### src/rtl/flash_dump_seq.sv
// flash_dump_seq: parses "r AAAAAA LL CR" dump commands from the UART receiver,
// reads LL+1 bytes from the QPI flash reader starting at AAAAAA and forwards each
// byte to the UART transmit path.
//
// Handshakes (all pulses are registered, one cycle wide):
//   rx:  rx_valid holds a byte; rx_read consumes it. rx_valid is ignored in the
//        cycle rx_read is high and the cycle after, so a receiver that drops
//        rx_valid late never causes a double consume.
//   spi: spi_read starts one read at spi_addr; spi_addr stays put until the
//        matching spi_ready pulse, which is honoured only in RD_WAIT.
//   out: out_write presents out_data; out_ready (transmitter idle) is ignored in
//        the out_write cycle and the cycle after, giving the transmitter time
//        to drop it.
module flash_dump_seq #(
    parameter int TIMEOUT = 27_000_000
) (
    input  logic        clk,
    input  logic        rst,
    input  logic        rx_valid,
    input  logic [7:0]  rx_data,
    output logic        rx_read,
    output logic        spi_read,
    output logic [23:0] spi_addr,
    input  logic        spi_ready,
    input  logic [7:0]  spi_data,
    output logic        out_write,
    output logic [7:0]  out_data,
    input  logic        out_ready,
    output logic        busy,
    output logic        err,
    output logic [2:0]  fsm_state
);

    localparam logic [2:0] S_IDLE    = 3'd0;
    localparam logic [2:0] S_ADDR    = 3'd1;
    localparam logic [2:0] S_LEN     = 3'd2;
    localparam logic [2:0] S_TERM    = 3'd3;
    localparam logic [2:0] S_RD      = 3'd4;
    localparam logic [2:0] S_RD_WAIT = 3'd5;
    localparam logic [2:0] S_TX_WAIT = 3'd6;

    localparam logic [31:0] TIMEOUT_LAST = 32'(TIMEOUT - 1);

    logic [2:0]  state;
    logic [23:0] addr;
    logic [7:0]  len;
    logic [8:0]  remaining;
    logic [2:0]  digit_cnt;
    logic [31:0] idle_cnt;
    logic        rx_guard;
    logic        tx_guard;
    logic [4:0]  hex;
    logic        parsing;
    logic        take;
    logic        tx_accept;

    // Returns {valid, nibble} for an ASCII hex digit (either case).
    function automatic logic [4:0] hex_decode(input logic [7:0] c);
        logic [4:0] r;
        r = 5'd0;
        if (c >= 8'h30 && c <= 8'h39)      r = {1'b1, 4'(c - 8'h30)};
        else if (c >= 8'h41 && c <= 8'h46) r = {1'b1, 4'(c - 8'h37)};
        else if (c >= 8'h61 && c <= 8'h66) r = {1'b1, 4'(c - 8'h57)};
        return r;
    endfunction

    // Decode the held byte and qualify receive / transmit acceptance.
    always_comb begin
        hex       = hex_decode(rx_data);
        parsing   = (state == S_ADDR) || (state == S_LEN) || (state == S_TERM);
        take      = rx_valid && !rx_read && !rx_guard && (parsing || state == S_IDLE);
        tx_accept = out_ready && !out_write && !tx_guard;
    end

    assign busy      = (state != S_IDLE);
    assign fsm_state = state;

    // Command parser, read issue and burst bookkeeping.
    always_ff @(posedge clk) begin
        if (rst) begin
            state     <= S_IDLE;
            addr      <= 24'd0;
            len       <= 8'd0;
            remaining <= 9'd0;
            digit_cnt <= 3'd0;
            idle_cnt  <= 32'd0;
            rx_guard  <= 1'b0;
            tx_guard  <= 1'b0;
            rx_read   <= 1'b0;
            spi_read  <= 1'b0;
            spi_addr  <= 24'd0;
            out_write <= 1'b0;
            out_data  <= 8'd0;
            err       <= 1'b0;
        end else begin
            rx_read   <= 1'b0;
            spi_read  <= 1'b0;
            out_write <= 1'b0;
            err       <= 1'b0;
            rx_guard  <= rx_read;
            tx_guard  <= out_write;
            case (state)
                S_IDLE: begin
                    if (take) begin
                        rx_read <= 1'b1;
                        if (rx_data == 8'h72) begin
                            state     <= S_ADDR;
                            digit_cnt <= 3'd0;
                            idle_cnt  <= 32'd0;
                        end
                    end
                end
                S_ADDR, S_LEN, S_TERM: begin
                    if (take) begin
                        rx_read  <= 1'b1;
                        idle_cnt <= 32'd0;
                        if (state == S_TERM) begin
                            if (rx_data == 8'h0D) begin
                                remaining <= {1'b0, len} + 9'd1;
                                state     <= S_RD;
                            end else begin
                                err   <= 1'b1;
                                state <= S_IDLE;
                            end
                        end else if (!hex[4]) begin
                            err   <= 1'b1;
                            state <= S_IDLE;
                        end else if (state == S_ADDR) begin
                            addr <= {addr[19:0], hex[3:0]};
                            if (digit_cnt == 3'd5) begin
                                digit_cnt <= 3'd0;
                                state     <= S_LEN;
                            end else begin
                                digit_cnt <= digit_cnt + 3'd1;
                            end
                        end else begin
                            len <= {len[3:0], hex[3:0]};
                            if (digit_cnt == 3'd1) begin
                                digit_cnt <= 3'd0;
                                state     <= S_TERM;
                            end else begin
                                digit_cnt <= digit_cnt + 3'd1;
                            end
                        end
                    end else if (idle_cnt == TIMEOUT_LAST) begin
                        err      <= 1'b1;
                        idle_cnt <= 32'd0;
                        state    <= S_IDLE;
                    end else begin
                        idle_cnt <= idle_cnt + 32'd1;
                    end
                end
                S_RD: begin
                    spi_read <= 1'b1;
                    spi_addr <= addr;
                    state    <= S_RD_WAIT;
                end
                S_RD_WAIT: begin
                    if (spi_ready) begin
                        out_data  <= spi_data;
                        out_write <= 1'b1;
                        state     <= S_TX_WAIT;
                    end
                end
                S_TX_WAIT: begin
                    // Follow-on reads are issued straight from here (rather than
                    // via S_RD) so spi_read lands the cycle after acceptance.
                    if (tx_accept) begin
                        addr      <= addr + 24'd1;
                        remaining <= remaining - 9'd1;
                        if (remaining == 9'd1) begin
                            state <= S_IDLE;
                        end else begin
                            spi_read <= 1'b1;
                            spi_addr <= addr + 24'd1;
                            state    <= S_RD_WAIT;
                        end
                    end
                end
                default: state <= S_IDLE;
            endcase
        end
    end

endmodule

### config.mk
export PLATFORM = sky130hd
export DESIGN_NAME = flash_dump_seq
export DESIGN_NICKNAME = d
export VERILOG_FILES = /design/src/rtl/flash_dump_seq.sv
export SDC_FILE = /design/constraint.sdc
export NUM_CORES = 1
export LEC_CHECK = 0
export CORE_ASPECT_RATIO = 1.5
export CORE_UTILIZATION = 35
export CTS_BUF_LIST = sky130_fd_sc_hd__clkbuf_4
export DETAILED_ROUTE_END_ITERATION = 7
export DONT_BUFFER_PORTS = 1
export GPL_TIMING_DRIVEN = 0
export PLACE_DENSITY = 0.6
export SYNTH_ARGS = -nofsm -noshare
export SYNTH_HDL_FRONTEND = slang
export SYNTH_SLANG_ARGS = --single-unit
### constraint.sdc
create_clock -name clk -period 2.73 [get_ports clk]
set_clock_uncertainty 0.05 [all_clocks]
set_input_delay 0.4095 -clock clk [delete_from_list [all_inputs] [get_ports clk]]
set_output_delay 0.4095 -clock clk [all_outputs]
set_load 0.01 [all_outputs]
==> results.py <==
metrics = {
    "grt": {
        "grt_overflow": 0,
        "grt_usage": 0.203,
        "grt_pass1_vias": 5929,
        "grt_pass1_wl_um": 29700,
        "antenna_found_initial": 2,
        "grt_max_degree": 17,
    },
    "worst_hold_path": {
        "hold_path_depth": 3,
        "worstHoldPathType": "primary input to flip-flop",
    },
    "placed_design": {
        "io_buffers": 0,
        "dpl.hpwl_um": 13500,
        "dp_slack_ns": -0.272,
        "place_inst": 1022,
        "dpl_cell_area_mm2": 0.00660,
        "gp_congestion": 0.926,
    },
    "sta": {
        "rsz0062_at_grt": "false",
        "final.setup.worst_slack_ns": 0.198,
        "post-route-period-util": 0.927,
        "setup_viol": 0,
        "maxSlewViolCount": 0,
        "relSlewSlack": 0.503,
        "tightest_slew_ns": 0.745,
        "hold_viol_final": 0,
        "finalSetupTns_ns": 0,
        "fin_crit_ns": 2.53,
        "max_freq_mhz": 395,
    },
    "run_status": {
        "violations": "design-rule violations",
        "outcome": "complete, but fails checks",
    },
    "die": {
        "ios": 61,
        "fp.dieW_um": 112,
        "core_mm2": 0.0175,
        "die_h_um": 167,
        "start_util": 0.362,
        "die_area_mm2": 0.0187,
        "rows": 59,
    },
    "synth": {
        "ys.flop_type": "dfxtp_1",
        "syn_inst": 809,
        "syn_area_per_cell_um2": 7.83,
        "netlist_top_cells_count": "dfxtp_1 (117), nand2_1 (112), nor2_1 (103)",
        "synth-edff-count": 0,
        "synth_top_area_frac": 0.370,
        "synth.distinct_cells": 68,
        "ys_ff_latch": 117,
        "netlist_area_mm2": 0.00633,
        "ys_warn_count": 0,
        "synthArstFlopShare": 0,
        "synthesis.nets": 839,
        "synth.top_cells.by_area": "dfxtp_1 (37%), nand2_1 (6.6%), nor2_1 (6.1%)",
        "yosysTopAreaCell": "dfxtp_1",
        "yosysMostFrequentCell": "dfxtp_1",
        "ys_seq_area_frac": 0.370,
    },
    "setup_path": {
        "worst-setup-path-type": "flip-flop to flip-flop",
        "reg2reg_depth": 8,
        "startpoint_type": "flip-flop",
        "worstPathMaxFanout": 10,
        "timing.critical_path.arrival_ns": 2.91,
        "cp-end-kind": "flip-flop",
        "cp_data_required_time_ns": 3.11,
    },
    "cts": {
        "h-tree-depth": 4,
        "clockRootBuffer": "clkbuf_4",
        "clkLatencyLatePin_ns": 0.56,
        "cts_tree": "built",
        "cts.sinks": 117,
        "path_clk_slew_ns": 0.12,
        "numCtsBuffers": 17,
        "cts_max_path_buffers": 2,
    },
    "job": {
        "drv_cap": 0,
    },
    "final_layout": {
        "final_cell_area_mm2": 0.00703,
        "drive_above_1_share": 0.0892,
        "nets": 869,
        "finalNonFillerCells": 1066,
        "syn_to_final_growth_pct": 10.9,
    },
    "routing": {
        "vias_per_cell": 5.64,
        "wirelength_um": 18500,
        "ant_nets": 0,
        "vias": 6015,
        "drcViolationCount": 3,
        "dr.pass1.iters": 7,
        "wl_per_cell_um": 17.3,
        "first_iter_violations": 364,
    },
    "power": {
        "p_leak_nw": 2.26,
        "ir_worst_vdd_v": 0.000325,
        "p_per_area_mw_per_mm2": 448,
    },
}
==> routing by layer <==
layer  part of all wire  GRT usage
met5            0.00065          0
met1               0.39      0.205
met2               0.52      0.371
met4              0.054      0.140
met3              0.038     0.0415
==> state kept, by name, indices dropped and copies added (netlist names) <==
name / flops
remaining: 9
idle_cnt: 32
rx_read: 1
rx_guard: 1
out_write: 1
fsm_state: 3
out_data: 8
addr: 24
spi_read: 1
len: 8
spi_addr: 24
digit_cnt: 3
tx_guard: 1
err: 1
==> worst max-delay path, cell delays in order (launching register included) <==
cell and delay [ns]:
dfxtp_1 0.37, inv_1 0.09, ha_1 0.19, and4b_1 0.22, nand2b_1 0.17, a211oi_2 0.44, clkbuf_1 0.43, clkbuf_2 0.33
a211oi_1 0.11
==> cell usage in the layout, fill, tap and decap left out, types with 8 or more instances in the layout <==
master         count
clkbuf_1          34
nor3_1            14
dfxtp_1          117
a22oi_1            8
dlygate4sd3_1      9
clkbuf_4          17
o21ai_0           46
buf_2              8
ha_1               9
and3_1            12
a21oi_1           54
nand3_1           38
nand4_1           14
inv_1             13
a31oi_1           10
xnor2_1           21
nor2_1           102
and2_1            10
xor2_1            38
nand2_1          112
a211oi_1          25
==> cell type report <==
class                   instances  area, um2
repair buffers                 11        105
diodes                          1       2.50
multi-input cells             625       3760
fillers                      1810      10500
inverters                      13       48.8
well taps                     213        267
flip-flops and latches        117       2340
plain buffers                  54        244
clock inverters                15        133
clock buffers                  17        128
==> kinds of logic (layout without fill, tap and decap cells) <==
family	after synthesis	after routing	share of synthesized area
AOI/OAI and AO/OA	193	193	0.202
DFF	117	117	0.370
buffers and inverters	67	110	0.0450
other	0	1	0
adders and majority gates	9	9	0.0178
muxes	1	1	0.00158
and+or+nand+nor	363	363	0.282
xor gates and xnor gates	59	59	0.0816
==> what timing repair did <==
item / in CTS / in global routing
pin swaps: 0 / 1
hold buffers: 9 / 0
endpoints found under the setup margin: 39 / 48
buffers inserted: 0 / 2
endpoints found under the hold margin: 9 / 0
gates resized for setup: 6 / 14
==> worst paths after layout <==
check	start	endpoint	slack [ns]
max	remaining[1]	spi_addr[1]	0.20
min	spi_ready	fsm_state[2]	0.08
max reg2reg	remaining[1]	spi_addr[1]	0.20
min reg2reg	idle_cnt[1]	idle_cnt[1]	0.43
==> stage by stage <==
stage,hold WS (ns),utilization,power [mW]
after floorplan,0.399,-,1.92
after global routing,0.0454,0.402,3.29
after CTS,0.0327,0.399,3.20
after detailed placement,0.418,0.377,1.99
after global placement,0.407,0.377,1.99
final,0.0834,0.402,3.15
==> power breakdown <==
| group | switching, mW | total [mW] | internal (mW) |
|---|---|---|---|
| clock network | 0.735 | 1.18 | 0.450 |
| registers | 0.0117 | 1.73 | 1.72 |
| logic | 0.166 | 0.239 | 0.0732 |
No activity file was read; power rests on OpenSTA's default activity.
